==> config.mk <==
export PLATFORM = sky130hd
export DESIGN_NAME = mss_ccc_clken_gen_flat
export DESIGN_NICKNAME = d
export VERILOG_FILES = /design/src/rtl/ccc_clken_pkg.sv /design/src/rtl/mss_ccc_clken_gen_if.sv /design/src/rtl/ccc_sync.sv /design/src/rtl/mss_ccc_clken_gen.sv /design/src/flat_wrapper.sv
export SDC_FILE = /design/constraint.sdc
export NUM_CORES = 1
export LEC_CHECK = 0
export ABC_AREA = 1
export CORE_MARGIN = 4
export CORE_UTILIZATION = 45
export DETAILED_ROUTE_END_ITERATION = 10
export PLACE_DENSITY = 0.6
export SLEW_MARGIN = 20
export SYNTH_ARGS = -nofsm -noshare
export SYNTH_HDL_FRONTEND = slang
export SYNTH_SLANG_ARGS = --single-unit
==> constraint.sdc <==
create_clock -name clk -period 3.52 [get_ports clk]
set_input_delay 0.704 -clock clk [delete_from_list [all_inputs] [get_ports clk]]
set_output_delay 0.704 -clock clk [all_outputs]
set_load 0.02 [all_outputs]
==> src/rtl/ccc_clken_pkg.sv <==
// rtl/ccc_clken_pkg.sv - shared types and helpers for the CCC clock-enable generator
package ccc_clken_pkg;

  typedef enum logic [1:0] {
    ST_WAIT = 2'd0,
    ST_FILT = 2'd1,
    ST_HOLD = 2'd2,
    ST_RUN  = 2'd3
  } state_e;

  localparam int LOSS_CNT_W = 8;

  // Counter that sticks at all-ones instead of wrapping.
  function automatic logic [LOSS_CNT_W-1:0] sat_inc(input logic [LOSS_CNT_W-1:0] v);
    return (&v) ? v : v + LOSS_CNT_W'(1);
  endfunction

endpackage

==> src/rtl/mss_ccc_clken_gen_if.sv <==
// rtl/mss_ccc_clken_gen_if.sv - divide-programming and clock-enable bus of the generator
interface mss_ccc_clken_gen_if #(
  parameter int NCH  = 3,
  parameter int DIVW = 8
);
  localparam int SELW = (NCH > 1) ? $clog2(NCH) : 1;

  logic                                div_we;
  logic [SELW-1:0]                     div_sel;
  logic [DIVW-1:0]                     div_val;
  logic                                realign;
  logic                                locked;
  logic                                rst_out;
  logic [NCH-1:0]                      clken;
  logic [ccc_clken_pkg::LOSS_CNT_W-1:0] lock_loss_cnt;

  modport master (
    output div_we, div_sel, div_val, realign,
    input  locked, rst_out, clken, lock_loss_cnt
  );

  modport slave (
    input  div_we, div_sel, div_val, realign,
    output locked, rst_out, clken, lock_loss_cnt
  );

endinterface

==> src/rtl/ccc_sync.sv <==
// rtl/ccc_sync.sv - multi-flop synchroniser for a single asynchronous level
module ccc_sync #(
  parameter int STAGES = 2
) (
  input  logic clk,
  input  logic rst,
  input  logic d_i,
  output logic q_o
);

  logic [STAGES-1:0] sync_q;

  always_ff @(posedge clk or posedge rst) begin
    if (rst) begin
      sync_q <= '0;
    end else begin
      sync_q <= {sync_q[STAGES-2:0], d_i};
    end
  end

  assign q_o = sync_q[STAGES-1];

endmodule

==> src/rtl/mss_ccc_clken_gen.sv <==
// rtl/mss_ccc_clken_gen.sv - lock qualification, reset sequencing and phase-aligned clock enables
module mss_ccc_clken_gen import ccc_clken_pkg::*; #(
  parameter int NCH         = 3,
  parameter int DIVW        = 8,
  parameter int LOCK_FILT   = 16,
  parameter int RST_HOLD    = 8,
  parameter int SYNC_STAGES = 2,
  parameter int DIV_RST     = 0
) (
  input  logic                 clk,
  input  logic                 reset,
  input  logic                 lock_in,
  mss_ccc_clken_gen_if.slave   bus
);

  localparam int SELW = (NCH > 1) ? $clog2(NCH) : 1;
  localparam int FW   = $clog2(LOCK_FILT + 1);
  localparam int HW   = $clog2(RST_HOLD + 1);

  logic                  lock_s;
  state_e                state_q, state_d;
  logic [FW-1:0]         filt_q, filt_d;
  logic [HW-1:0]         hold_q, hold_d;
  logic [LOSS_CNT_W-1:0] loss_q, loss_d;
  logic                  locked_q, rst_out_q;
  logic                  run_q, run_d, run_entry;
  logic [NCH-1:0]        clken_w;

  ccc_sync #(.STAGES(SYNC_STAGES)) u_lock_sync (
    .clk (clk),
    .rst (reset),
    .d_i (lock_in),
    .q_o (lock_s)
  );

  always_comb begin
    state_d = state_q;
    filt_d  = filt_q;
    hold_d  = hold_q;
    loss_d  = loss_q;
    case (state_q)
      ST_WAIT: begin
        if (lock_s) begin
          state_d = ST_FILT;
          filt_d  = FW'(1);
        end
      end
      ST_FILT: begin
        if (!lock_s) begin
          state_d = ST_WAIT;
          filt_d  = '0;
        end else if (filt_q == FW'(LOCK_FILT)) begin
          state_d = ST_HOLD;
          hold_d  = HW'(1);
        end else begin
          filt_d  = filt_q + FW'(1);
        end
      end
      ST_HOLD: begin
        if (!lock_s) begin
          state_d = ST_WAIT;
        end else if (hold_q == HW'(RST_HOLD)) begin
          state_d = ST_RUN;
        end else begin
          hold_d  = hold_q + HW'(1);
        end
      end
      ST_RUN: begin
        if (!lock_s) begin
          state_d = ST_WAIT;
          loss_d  = sat_inc(loss_q);
        end
      end
      default: state_d = ST_WAIT;
    endcase
  end

  assign run_q     = (state_q == ST_RUN);
  assign run_d     = (state_d == ST_RUN);
  assign run_entry = run_d && !run_q;

  // locked/rst_out come from next-state so they change on the same edge as the state.
  always_ff @(posedge clk or posedge reset) begin
    if (reset) begin
      state_q   <= ST_WAIT;
      filt_q    <= '0;
      hold_q    <= '0;
      loss_q    <= '0;
      locked_q  <= 1'b0;
      rst_out_q <= 1'b1;
    end else begin
      state_q   <= state_d;
      filt_q    <= filt_d;
      hold_q    <= hold_d;
      loss_q    <= loss_d;
      locked_q  <= run_d;
      rst_out_q <= !run_d;
    end
  end

  for (genvar i = 0; i < NCH; i++) begin : g_ch
    logic [DIVW-1:0] shadow_q, shadow_d;
    logic [DIVW-1:0] act_q, act_d;
    logic [DIVW-1:0] cnt_q, cnt_d;
    logic            clken_q;

    // Active ratio reloads only at a period boundary, so no runt or stretched period.
    always_comb begin
      shadow_d = shadow_q;
      act_d    = act_q;
      cnt_d    = '0;
      if (bus.div_we && (bus.div_sel == SELW'(i))) begin
        shadow_d = bus.div_val;
      end
      if (run_d) begin
        if (run_entry || bus.realign || (cnt_q == act_q)) begin
          cnt_d = '0;
          act_d = shadow_d;
        end else begin
          cnt_d = cnt_q + DIVW'(1);
        end
      end
    end

    always_ff @(posedge clk or posedge reset) begin
      if (reset) begin
        shadow_q <= DIVW'(DIV_RST);
        act_q    <= DIVW'(DIV_RST);
        cnt_q    <= '0;
        clken_q  <= 1'b0;
      end else begin
        shadow_q <= shadow_d;
        act_q    <= act_d;
        cnt_q    <= cnt_d;
        clken_q  <= run_d && (cnt_d == '0);
      end
    end

    assign clken_w[i] = clken_q;
  end

  assign bus.locked        = locked_q;
  assign bus.rst_out       = rst_out_q;
  assign bus.clken         = clken_w;
  assign bus.lock_loss_cnt = loss_q;

endmodule

==> src/flat_wrapper.sv <==
// flat-port wrapper written by rule: the top's interface ports become plain ports
module mss_ccc_clken_gen_flat import ccc_clken_pkg::*;
#(
  parameter int NCH         = 3,
  parameter int DIVW        = 8,
  parameter int LOCK_FILT   = 16,
  parameter int RST_HOLD    = 8,
  parameter int SYNC_STAGES = 2,
  parameter int DIV_RST     = 0
)
  (clk, reset, lock_in, bus_div_we, bus_div_sel, bus_div_val, bus_realign, bus_locked, bus_rst_out, bus_clken, bus_lock_loss_cnt);
  mss_ccc_clken_gen_if #(.NCH(NCH), .DIVW(DIVW)) bus_i ();
  input  logic clk;
  input  logic reset;
  input  logic lock_in;
  input wire logic [$bits(bus_i.div_we)-1:0] bus_div_we;
  input wire logic [$bits(bus_i.div_sel)-1:0] bus_div_sel;
  input wire logic [$bits(bus_i.div_val)-1:0] bus_div_val;
  input wire logic [$bits(bus_i.realign)-1:0] bus_realign;
  output wire logic [$bits(bus_i.locked)-1:0] bus_locked;
  output wire logic [$bits(bus_i.rst_out)-1:0] bus_rst_out;
  output wire logic [$bits(bus_i.clken)-1:0] bus_clken;
  output wire logic [$bits(bus_i.lock_loss_cnt)-1:0] bus_lock_loss_cnt;
  assign bus_i.div_we = bus_div_we;
  assign bus_i.div_sel = bus_div_sel;
  assign bus_i.div_val = bus_div_val;
  assign bus_i.realign = bus_realign;
  assign bus_locked = bus_i.locked;
  assign bus_rst_out = bus_i.rst_out;
  assign bus_clken = bus_i.clken;
  assign bus_lock_loss_cnt = bus_i.lock_loss_cnt;
  mss_ccc_clken_gen #(.NCH(NCH), .DIVW(DIVW), .LOCK_FILT(LOCK_FILT), .RST_HOLD(RST_HOLD), .SYNC_STAGES(SYNC_STAGES), .DIV_RST(DIV_RST)) u_core (.clk(clk), .reset(reset), .lock_in(lock_in), .bus(bus_i));
endmodule
Word level (Yosys, flattened, before mapping)
Index checks and enable logic that the tools add are counted.
{"block": "totals", "word_cells": 96, "in_bits": 15, "regBits": 98}
{"block": "classes", "n_mux": 25, "reduce_logical": 27, "eq_ne": 17, "n_bitwise": 2, "add_sub_neg": 6}
{"operator": "8-bit 2-to-1 mux", "count": 9}
{"operator": "8-bit by 1-bit adder with 8-bit output (second input constant)", "count": 4}
{"operator": "8-bit equality test", "count": 3}
{"operator": "8-bit logical NOT", "count": 3}
{"operator": "4-bit 2-to-1 mux", "count": 4}
{"operator": "5-bit 2-to-1 mux", "count": 3}
{"operator": "2-bit 2-to-1 mux", "count": 6}
{"operator": "5-bit one-hot mux with 2 select lines", "count": 1}
{"operator": "2-bit equality test (second input constant)", "count": 4}
{"operator": "2-bit inequality test (second input constant)", "count": 4}
{"operator": "2-bit one-hot mux with 4 select lines", "count": 1}
{"operator": "4-bit one-hot mux with 2 select lines", "count": 1}
{"operator": "8-bit AND reduction", "count": 1}
{"operator": "1-bit logical AND", "count": 7}
{"operator": "2-bit AND reduction", "count": 3}
{"operator": "3-bit AND reduction", "count": 2}
{"operator": "5-bit by 1-bit adder with 5-bit output (second input constant)", "count": 1}
{"operator": "5-bit equality test (second input constant)", "count": 1}
{"operator": "5-bit AND reduction", "count": 1}
{"operator": "4-bit by 1-bit adder with 4-bit output (second input constant)", "count": 1}
{"operator": "2-bit by 1-bit equality test with 1-bit output (second input constant)", "count": 2}
{"operator": "4-bit equality test (second input constant)", "count": 1}
{"operator": "2-bit logical NOT", "count": 2}
{"operator": "1-bit logical OR", "count": 4}
{"operator": "other kinds (5)", "count": 8}

Longest topological paths before layout
Gate-level depths: netlist (run 1).
{"block": "depth", "ltp_word": 12, "ltp_mapped": 13}

Modules after synthesis
A second synthesis (run 1) with hierarchy kept.
{"block": "unflattened", "cells_unflattened": 692, "hier_area_um2": 5278.8}
{"module": "mss_ccc_clken_gen", "instances": 1, "area_each_um2": 5225.0, "cells_per_inst": 689, "seq_area_each_um2": 2403.6}
{"module": "ccc_sync", "instances": 1, "area_each_um2": 53.8, "cells_per_inst": 3, "seq_area_each_um2": 50.0}

Worst setup path before layout (run 1)
Ideal clock, no wire load.
{"block": "synth_timing", "path_type": "reg2reg", "from": "register u_core.hold_q[0]", "to": "register u_core.g_ch[0].clken_q", "t_required_ps": 3404, "path_stages_with_launch": 11, "period_less_slack_ps": 1680, "setup_slack_ps": 1840, "arrival_time_ps": 1564, "path_cell_list": "dfrtp_1 inv_1 ha_1 nand2_1 o21ai_4 nand3_4 buf_6 nor2_1 o21ai_0 nand3_1 nor2_2"}
{"block": "synth_between", "elab_chain_cells": 12}
{"item": "start: declaration", "line_no": "mss_ccc_clken_gen.sv:23", "rtl": "logic [HW-1:0] hold_q, hold_d;"}
{"item": "start signal: assignment", "line_no": "mss_ccc_clken_gen.sv:94", "rtl": "hold_q <= hold_d;"}
{"item": "4-bit equality test (*)", "line_no": "mss_ccc_clken_gen.sv:62", "rtl": "end else if (hold_q == HW'(RST_HOLD)) begin"}
{"item": "2-bit 2-to-1 mux (*)", "line_no": "mss_ccc_clken_gen.sv:62"}
{"item": "2-bit 2-to-1 mux (*)", "line_no": "mss_ccc_clken_gen.sv:60", "rtl": "if (!lock_s) begin"}
{"item": "2-bit one-hot mux with 4 select lines (*)", "line_no": "mss_ccc_clken_gen.sv:41", "rtl": "case (state_q)"}
{"item": "2-bit equality test (*)", "line_no": "mss_ccc_clken_gen.sv:79", "rtl": "assign run_d = (state_d == ST_RUN);"}
{"item": "1-bit logical AND", "line_no": "mss_ccc_clken_gen.sv:80", "rtl": "assign run_entry = run_d && !run_q;"}
{"item": "1-bit logical OR (2 in series)", "line_no": "mss_ccc_clken_gen.sv:116", "rtl": "if (run_entry || bus.realign || (cnt_q == act_q)) begin"}
{"item": "8-bit 2-to-1 mux", "line_no": "mss_ccc_clken_gen.sv:116"}
{"item": "8-bit 2-to-1 mux", "line_no": "mss_ccc_clken_gen.sv:115", "rtl": "if (run_d) begin"}
{"item": "8-bit logical NOT", "line_no": "mss_ccc_clken_gen.sv:135", "rtl": "clken_q <= run_d && (cnt_d == '0);"}
{"item": "1-bit logical AND (*)", "line_no": "mss_ccc_clken_gen.sv:135"}
{"item": "end signal: assignment", "line_no": "mss_ccc_clken_gen.sv:135"}
{"item": "end: declaration", "line_no": "mss_ccc_clken_gen.sv:105", "rtl": "logic clken_q;"}
Every way passes the cells marked *; elsewhere a longest branch is shown, timed or not.
A chain may end at the register's enable or synchronous reset.

Worst setup path in the final report (run 1)
{"block": "layout_timing", "from": "register u_core.rst_out_q, in the netlist u_core.bus.rst_out", "to": "output port bus_rst_out"}
{"item": "start: declaration", "line_no": "mss_ccc_clken_gen.sv:25", "rtl": "logic locked_q, rst_out_q;"}
{"item": "start signal: assignment", "line_no": "mss_ccc_clken_gen.sv:97", "rtl": "rst_out_q <= !run_d;"}
{"item": "end: declaration", "line_no": "flat_wrapper.sv:21", "rtl": "output wire logic [$bits(bus_i.rst_out)-1:0] bus_rst_out;"}
No word-level cell between the ends.

==> flow_metrics.tcl, run 1 <==
set metrics [dict create \
    initial_core_util_pct 45.9 \
    cts_made_buffers 9 \
    synth-async-reset-ratio_pct 100 \
    grt_pass1_wl_um 18700 \
    finalSetupTns_ns 0 \
    timing.slew.headroom_pct 56.6 \
    post_cts_buffers 0 \
    ff2ff_path_depth 8 \
    first_iter_violations 199 \
    cp-start-kind "flop" \
    drtPass1Iterations 5 \
    synth-edff-count 0 \
    setup_viol 0 \
    gp_congestion 0.845 \
    layout-drive-gt1-share_pct 7.41 \
    ctsResizeCount 0 \
    arrival_ns 1.46 \
    timing.rr.start "u_core.hold_q[0]" \
    drc_errors 0 \
    critPathMaxFanout 1 \
    core_area_um2 11400 \
    drv_slew 0 \
    worstHoldStart "u_core.u_lock_sync.sync_q[0]" \
    cp_cell_sequence "clkdlybuf4s50_1" \
    hold_class "flop to flop" \
    wl_per_cell_um 12.7 \
    seq_area_um2 2450 \
    clock-root-buffer "clkbuf_16" \
    cts_tree "yes" \
    cts_max_level 3 \
    grt-ovfl-total 0 \
    p_leak_nw 2.85 \
    rsz0062_at_grt "no" \
    port_buffers 27 \
    grt_pass1_vias 3967 \
    wirelength_um 10800 \
    synth_area_leaders "dfrtp_1 (47%), nand2_1 (16%), inv_1 (5.8%)" \
    post-route-util_pct 51.6 \
    grt_start_max_net_pins 54 \
    synthCells 677 \
    slowest_stage "clkdlybuf4s50_1" \
    detail-route-antenna-nets 0 \
    critPathTopFamily "buffers and inverters" \
    num_rows 39 \
    synth_top_area_share_pct 46.5 \
    hold_viol 0 \
    track_usage_pct 17.7 \
    synth_ff_type "dfrtp_1" \
    fin_skew_ns 0.00590 \
    fp.dieArea_um2 13400 \
    ys_seq_area_share_pct 47.0 \
    synth_warnings 0 \
    antenna_found_initial 0 \
    n_antenna_cell 0 \
    r2r-end "u_core.g_ch[0].act_q[0]" \
    path_clk_slew_ns 0.06 \
    tightest_slew_ns 0.651 \
    ys_ff_latch 98 \
    slowest_delay_ns 0.60 \
    cts_hold_buf 0 \
    synthToLayoutAreaGrowth_pct 12.4 \
    vias_per_cell 4.87 \
    nFillCells 1095 \
    hpwlAfterDp_um 7990 \
    crit_start "u_core.bus.rst_out" \
    worst_skew_pair.late_latency_ns 0.34 \
    post-route-min-period_ns 2.17 \
    ir_drop_mv 0.213 \
    worst_ep_required_time_ns 2.82 \
    die_x_um 116 \
    critPathBufInv 1 \
    route.vias.total 4119 \
    crit_end "bus_rst_out" \
    timing.max_cap.violations 0 \
    numClockSinks 98 \
    nNetsFinal 722 \
    multi_input_area_um2 2290 \
    syn_area_per_cell_um2 7.71 \
    syn-num-nets 700 \
    path_depth 1 \
    max_freq_mhz 461 \
    ios 28 \
    cts_buffer_depth 2 \
    finalCritPeriodShare_pct 61.6 \
    syn-cell-area_um2 5220 \
    worstSetupPathType "flop to output pin" \
    synth_top_cell_by_area "dfrtp_1" \
    r2r_slack_ns 1.42 \
    outcome "finished clean" \
    ys_types 29 \
    die_y_um 116 \
    end_kind "output pin" \
    power_density_nw_per_um2 417 \
]
## synth_stat cells, types with 4 or more instances
library cell  number
buf_4              4
nor2_4             5
nor2_1            66
inv_2             10
nand4_1           14
a21oi_1            5
ha_1               8
nand2_1          229
nor2_2             8
inv_1             80
nor3_1             5
buf_6              7
xor2_1            16
o21ai_1           19
dfrtp_1           97
xnor2_1            7
buf_2              4
o21ai_0           47
nand3_1           28
## placed cells by master (no fill, tap or decap), types with 2 or more instances in the layout
cell             Yosys  routed
nand4_1             14      14
bufinv_16            0       2
nor2_4               5       5
xnor2_1              7       7
clkbuf_16            0       9
clkdlybuf4s50_1      0      27
dfrtp_1             97      97
nand2_1            229     229
inv_2               10      10
nor2_2               8       8
nor2_1              66      66
o21ai_1             19      19
inv_1               80      79
o21ai_0             47      47
nor3_1               5       5
xor2_1              16      16
ha_1                 8       8
a21oi_1              5       5
o21ai_4              2       2
nand3_1             28      28
nor2_8               2       2
nand2_2              3       3
nand3_2              3       3
## layer usage
metal  share of wire (%)  track usage (%)
met5                   0                0
met4                 1.9             7.19
met3                 3.2             3.13
met2                  47             29.0
met1                  48             23.4
## worst min path at each step
stage / endpoint / cells after the start
final: u_core.u_lock_sync.sync_q[1] / 0
after global routing: u_core.u_lock_sync.sync_q[1] / 0
after CTS: u_core.u_lock_sync.sync_q[1] / 0
after detailed placement: u_core.u_lock_sync.sync_q[1] / 0
after global placement: u_core.u_lock_sync.sync_q[1] / 0
after floorplan: u_core.u_lock_sync.sync_q[1] / 0
## cell families (layout without fill, tap and decap cells)
group                      Yosys count  in the layout  share of synthesized area [%]
and+or+nand+nor                    367            367                           30.6
buffers and inverters              108            133                           9.16
DFF                                 98             98                           47.0
AOI/OAI and AO/OA                   73             73                           7.43
xor gates and xnor gates            23             23                           3.86
adders and majority gates            8              8                           1.92
## where the power goes
group	total [mW]	switching, mW	internal, mW
logic	0.205	0.137	0.0679
clock network	1.03	0.398	0.633
registers	1.21	0.0236	1.18
total	2.44	0.558	1.89
## sequential cells by signal (all words and copies together) (netlist names)
signal                     flops
u_core.bus.lock_loss_cnt       8
u_core.bus.locked              1
u_core.bus.rst_out             1
u_core.filt_q                  5
u_core.g_ch.act_q             24
u_core.g_ch.clken_q            3
u_core.g_ch.cnt_q             24
u_core.g_ch.shadow_q          24
u_core.hold_q                  4
u_core.state_q                 2
u_core.u_lock_sync.sync_q      2
## metrics by stage
step / worst slack (ns) / cells / cell area, um2 / total power, mW / hold WS [ns]
after floorplan: 0.256 / 677 / 5220 / 1.37 / 0.331
after detailed placement: 1.25 / 831 / 5560 / 1.44 / 0.341
after CTS: 1.33 / 845 / 5870 / 2.48 / 0.356
after global routing: 1.26 / 845 / 5870 / 2.56 / 0.363
final: 1.35 / 845 / 5870 / 2.44 / 0.352
after global placement: 1.32 / 831 / 5560 / 1.43 / 0.335
## cell type report
class	count	share of cell area (%)
Inverter	90	5.80
Tap cell	143	3.05
Clock inverter	3	1.11
Timing Repair Buffer	29	5.08
Clock buffer	11	4.14
Sequential cell	98	41.8
Multi-Input combinational cell	471	39.0
Note: power is estimated with default switching activity, not from simulation.
==> inputs of run 2 (changes only) <==
==> constraint.sdc (replaced) <==
create_clock -name clk -period 2.15 [get_ports clk]
set_input_delay 0.43 -clock clk [delete_from_list [all_inputs] [get_ports clk]]
set_output_delay 0.43 -clock clk [all_outputs]
set_load 0.02 [all_outputs]
==> run 2 against run 1 <==
  * Critical path depth unchanged
  * Cell area grew 1.4%
  * Largest cell class unchanged
  * Die area unchanged
  * Register-to-register slack worse by 1.1 ns
  * Combinational power up 66%
==> flow_metrics.tcl, run 2 (synthesized netlist as in run 1, its figures left out) <==
set metrics [dict create \
    outcome "finished clean" \
    critPathBufInv 1 \
    power_density_nw_per_um2 707 \
    biggestRegsByFlops "u_core.g_ch.act_q: 24 flops, u_core.g_ch.cnt_q: 24 flops, u_core.g_ch.shadow_q: 24 flops" \
    cts_made_buffers 9 \
    slowest_delay_ns 0.59 \
    hold_class "flop to flop" \
    cts_hold_buf 0 \
    tightest_slew_ns 0.528 \
    cts_buffer_depth 2 \
    wirelength_um 11000 \
    finalCritPeriodShare_pct 87.3 \
    drv_slew 0 \
    layout-drive-gt1-share_pct 8.07 \
    timing.max_cap.violations 0 \
    clock-root-buffer "clkbuf_16" \
    first_iter_violations 158 \
    finalSetupTns_ns 0 \
    r2r-end "u_core.g_ch[1].act_q[0]" \
    r2r_slack_ns 0.27 \
    drc_errors 0 \
    worst_skew_pair.late_latency_ns 0.35 \
    path_clk_slew_ns 0.07 \
    final_cell_mix "nand2_1 (229), dfrtp_1 (97), inv_1 (79)" \
    critPathMaxFanout 1 \
    numClockSinks 98 \
    grt_start_max_net_pins 99 \
    wl_per_cell_um 13.0 \
    drtPass1Iterations 4 \
    core_area_um2 11400 \
    max_freq_mhz 533 \
    rsz0062_at_grt "no" \
    grt_pass1_wl_um 19100 \
    timing.rr.start "u_core.hold_q[0]" \
    worst_ep_required_time_ns 1.72 \
    vias_per_cell 4.91 \
    setup_viol 0 \
    slowest_stage "clkdlybuf4s50_1" \
    die_x_um 116 \
    grt-ovfl-total 0 \
    num_rows 39 \
    ios 28 \
    critPathTopFamily "buffers and inverters" \
    hpwlAfterDp_um 7950 \
    crit_end "bus_rst_out" \
    ir_drop_mv 0.466 \
    worstHoldStart "u_core.u_lock_sync.sync_q[0]" \
    p_leak_nw 2.88 \
    hold_viol 0 \
    n_antenna_cell 0 \
    initial_core_util_pct 45.9 \
    nFillCells 1088 \
    nNetsFinal 724 \
    end_kind "output pin" \
    whs_ns 0.350 \
    die_y_um 116 \
    fin_skew_ns 0.0113 \
    final_cell_count_no_fill 849 \
    gp_congestion 0.852 \
    antenna_found_initial 0 \
    detail-route-antenna-nets 0 \
    dp.cells 832 \
    fp.dieArea_um2 13400 \
    route.vias.total 4168 \
    cp-start-kind "flop" \
    cts_tree "yes" \
    final_common_cell "nand2_1" \
    path_depth 1 \
    worstSetupPathType "flop to output pin" \
    post-route-min-period_ns 1.88 \
    crit_start "u_core.bus.rst_out" \
    track_usage_pct 18.0 \
    port_buffers 27 \
    timing.slew.headroom_pct 64.8 \
    grt_pass1_vias 4221 \
    ff2ff_path_depth 9 \
    cp_cell_sequence "clkdlybuf4s50_1" \
    cts_max_level 3 \
    synthToLayoutAreaGrowth_pct 14.0 \
    arrival_ns 1.45 \
]
==> run 2: cell types whose count changed in the layout (fill, tap and decap cells not counted) <==
cell / change
clkinvlp_4: +2
clkbuf_1: -1
bufinv_16: +1
inv_4: -1
inv_6: +1
buf_12: +2
==> run 2: final cells by class <==
| class | instances | area, um2 | share of cell area (%) |
|---|---|---|---|
| Sequential cell | 98 | 2450 | 41.2 |
| Multi-Input combinational cell | 471 | 2290 | 38.4 |
| Inverter | 90 | 342 | 5.74 |
| Timing Repair Buffer | 31 | 338 | 5.68 |
| Clock buffer | 10 | 239 | 4.02 |
| Tap cell | 143 | 179 | 3.01 |
| Clock inverter | 6 | 111 | 1.87 |
==> run 2: timing repair <==
item                       4_1_cts  5_1_grt
buffers inserted                 0        1
gates resized for setup          0        0
setup endpoints to repair        0        1
==> run 2: how the worst min path moves through the flow <==
stage | to | slack, ns | cells past startpoint
2_1_floorplan | u_core.u_lock_sync.sync_q[1] | 0.33 | 0
3_3_place_gp | u_core.u_lock_sync.sync_q[1] | 0.33 | 0
3_5_place_dp | u_core.u_lock_sync.sync_q[1] | 0.34 | 0
4_1_cts | u_core.u_lock_sync.sync_q[1] | 0.35 | 0
5_1_grt | u_core.u_lock_sync.sync_q[1] | 0.38 | 0
6_report | u_core.u_lock_sync.sync_q[1] | 0.35 | 0
==> run 2: through the flow <==
step / total power, mW / setup WS, ns / utilization, % / cell area [um2]
floorplan: 2.25 / 0.470 / - / 5220
global placement: 2.35 / 0.216 / 49.1 / 5580
detailed placement: 2.36 / 0.191 / 49.1 / 5580
CTS: 4.26 / 0.192 / 52.2 / 5930
global route: 4.40 / 0.0716 / 52.3 / 5950
finish: 4.21 / 0.274 / 52.3 / 5950
==> run 2: report_power, final <==
part | switching, mW | internal [mW]
Combinational | 0.229 | 0.110
Clock | 0.718 | 1.17
Sequential | 0.0408 | 1.94
Total | 0.988 | 3.22
==> run 2: metal layers <==
layer	vias to the layer above	wire length (um)	global-route usage (%)
met5	-	0	0
met4	0	264	8.04
met3	19	328	3.03
met2	63	5280	30.8
met1	1949	5160	22.6
li1	2137	-	-
==> inputs of run 3 (changes only) <==
--- a/config.mk
+++ b/config.mk
@@ -6,6 +6,7 @@
 export NUM_CORES = 1
 export LEC_CHECK = 0
 export ABC_AREA = 1
+export CORE_ASPECT_RATIO = 1.5
 export CORE_MARGIN = 4
 export CORE_UTILIZATION = 45
 export DETAILED_ROUTE_END_ITERATION = 10
==> run 3 against run 2 <==
  * First-iteration DRC count increased by 32%
  * Sequential share of layout area is essentially flat
  * Cell area shrank 0.11%
  * Count of clock-buffer cells in the layout fell by 1
  * Critical path type is now flop to flop
  * Largest power group unchanged
==> flow_metrics.tcl, run 3 (synthesized netlist as in run 1, its figures left out) <==
set metrics [dict create \
    slowest_delay_ns 0.42 \
    postLayoutCellArea_um2 5940 \
    timing.slew.headroom_pct 66.1 \
    layout-drive-gt1-share_pct 8.85 \
    ios 28 \
    r2r_slack_ns 0.23 \
    p_switching_mw 0.977 \
    critPathMaxFanout 22 \
    hold_viol 0 \
    rsz0062_at_grt "no" \
    cp_cell_sequence "inv_1 > ha_1 > nand2_1 > o21ai_4 > nand3_4 > nor2_1 > o21ai_0 > nand2_1 > nor2_1" \
    ir_drop_mv 0.349 \
    wl_per_cell_um 12.8 \
    grt_pass1_vias 4091 \
    n_antenna_cell 0 \
    grt-ovfl-total 0 \
    p_total_mw 4.05 \
    fin_skew_ns 0.00820 \
    p_int_mw 3.08 \
    post_cts_buffers 0 \
    final_cell_count_no_fill 859 \
    drtPass1Iterations 4 \
    port_buffers 27 \
    hpwlAfterDp_um 8090 \
    core_area_um2 11200 \
    num_rows 47 \
    nNetsFinal 730 \
    gp_congestion 0.786 \
    fin_ws_ns 0.226 \
    setup_viol 0 \
    die_y_um 140 \
    ctsResizeCount 0 \
    synthToLayoutAreaGrowth_pct 13.9 \
    worst_ep_required_time_ns 2.38 \
    hold_class "flop to flop" \
    cts_tree "yes" \
    pre_cts_slack_ns 0.126 \
    post-route-min-period_ns 1.92 \
    ff2ff_path_depth 9 \
    drv_slew 0 \
    clock-root-buffer "clkbuf_16" \
    finalCritPeriodShare_pct 89.5 \
    cts_hold_buf 0 \
    slowest_stage "dfrtp_1" \
    finalSetupTns_ns 0 \
    timing.max_cap.violations 0 \
    die_x_um 95.9 \
    cp-start-kind "flop" \
    final_common_cell "nand2_1" \
    power_frac_clock_pct 42.5 \
    first_iter_violations 208 \
    end_kind "flop" \
    grt_start_max_net_pins 99 \
    power_density_nw_per_um2 682 \
    initial_core_util_pct 46.7 \
    vias_per_cell 4.85 \
    arrival_ns 2.16 \
    gr-usage-met3_pct 3.81 \
    max_freq_mhz 520 \
    cts_max_level 3 \
    gr-usage-met1_pct 23.0 \
    post-route-util_pct 53.2 \
    numClockSinks 98 \
    seqPwrFrac_pct 48.9 \
    route.vias.total 4165 \
    outcome "finished clean" \
    detail-route-antenna-nets 0 \
    fp.dieArea_um2 13400 \
    seq_area_um2 2450 \
    p_sw_share_pct 24.1 \
    place_area_um2 5610 \
    worstSetupPathType "flop to flop" \
    worst_skew_pair.late_latency_ns 0.35 \
    pwr-share-comb_pct 8.6 \
    whs_ns 0.353 \
    drc_errors 0 \
    p_leak_nw 2.88 \
    nFillCells 1083 \
    wirelength_um 11000 \
    track_usage_pct 17.9 \
    dp.cells 841 \
    tightest_slew_ns 0.509 \
    grt.met2_usage_pct 29.6 \
    antenna_found_initial 0 \
    final_cell_mix "nand2_1 (229), dfrtp_1 (97), inv_1 (79)" \
    hold_depth 0 \
    grt_pass1_wl_um 18900 \
    biggestRegsByFlops "u_core.g_ch.act_q: 24 flops, u_core.g_ch.cnt_q: 24 flops, u_core.g_ch.shadow_q: 24 flops" \
    cts_made_buffers 9 \
    path_clk_slew_ns 0.06 \
    cts_buffer_depth 2 \
    busiest_layer "met2" \
    multi_input_area_um2 2290 \
]
-- run 3: path summary, 6_finish.rpt --
path                                                     end                    startpoint
worst min register to register  u_core.u_lock_sync.sync_q[1]  u_core.u_lock_sync.sync_q[0]
worst max register to register        u_core.g_ch[1].clken_q              u_core.hold_q[0]
max in group asynchronous                 u_core.bus.rst_out                         reset
min in group asynchronous            u_core.g_ch[0].cnt_q[2]                         reset
worst min-delay path            u_core.u_lock_sync.sync_q[1]  u_core.u_lock_sync.sync_q[0]
worst max-delay path                  u_core.g_ch[1].clken_q              u_core.hold_q[0]
-- run 3: cell type report --
class / instances / area share [%]
sequential: 98 / 41.3
multi-input combinational: 471 / 38.5
timing repair buffer: 37 / 6.02
inverter: 90 / 5.75
clock buffer: 9 / 3.79
tap: 147 / 3.09
clock inverter: 7 / 1.58
-- run 3: routing by layer --
metal / routed length [um] / vias to the layer above / share of wire, %
met2: 5470 / 53 / 50
met4: 214 / 0 / 1.9
met3: 294 / 17 / 2.7
li1: - / 2157 / -
met5: 0 / - / 0
met1: 5020 / 1938 / 46
-- run 3: power groups by stage --
stage               Clock [mW]  Combinational (mW)  Sequential [mW]
finish                    1.72               0.350             1.98
floorplan                    0               0.243             2.00
detailed placement           0               0.355             2.01
global placement             0               0.350             2.01
global route              1.85               0.405             1.99
CTS                       1.78               0.357             1.98
-- run 3: worst max-delay path: cells and delay by family, from the launching register on --
family | cells | cell delay [ns]
and+or+nand+nor | 5 | 0.78
adders and majority gates | 1 | 0.15
buffers and inverters | 1 | 0.09
DFF | 1 | 0.42
AOI/OAI and AO/OA | 2 | 0.36
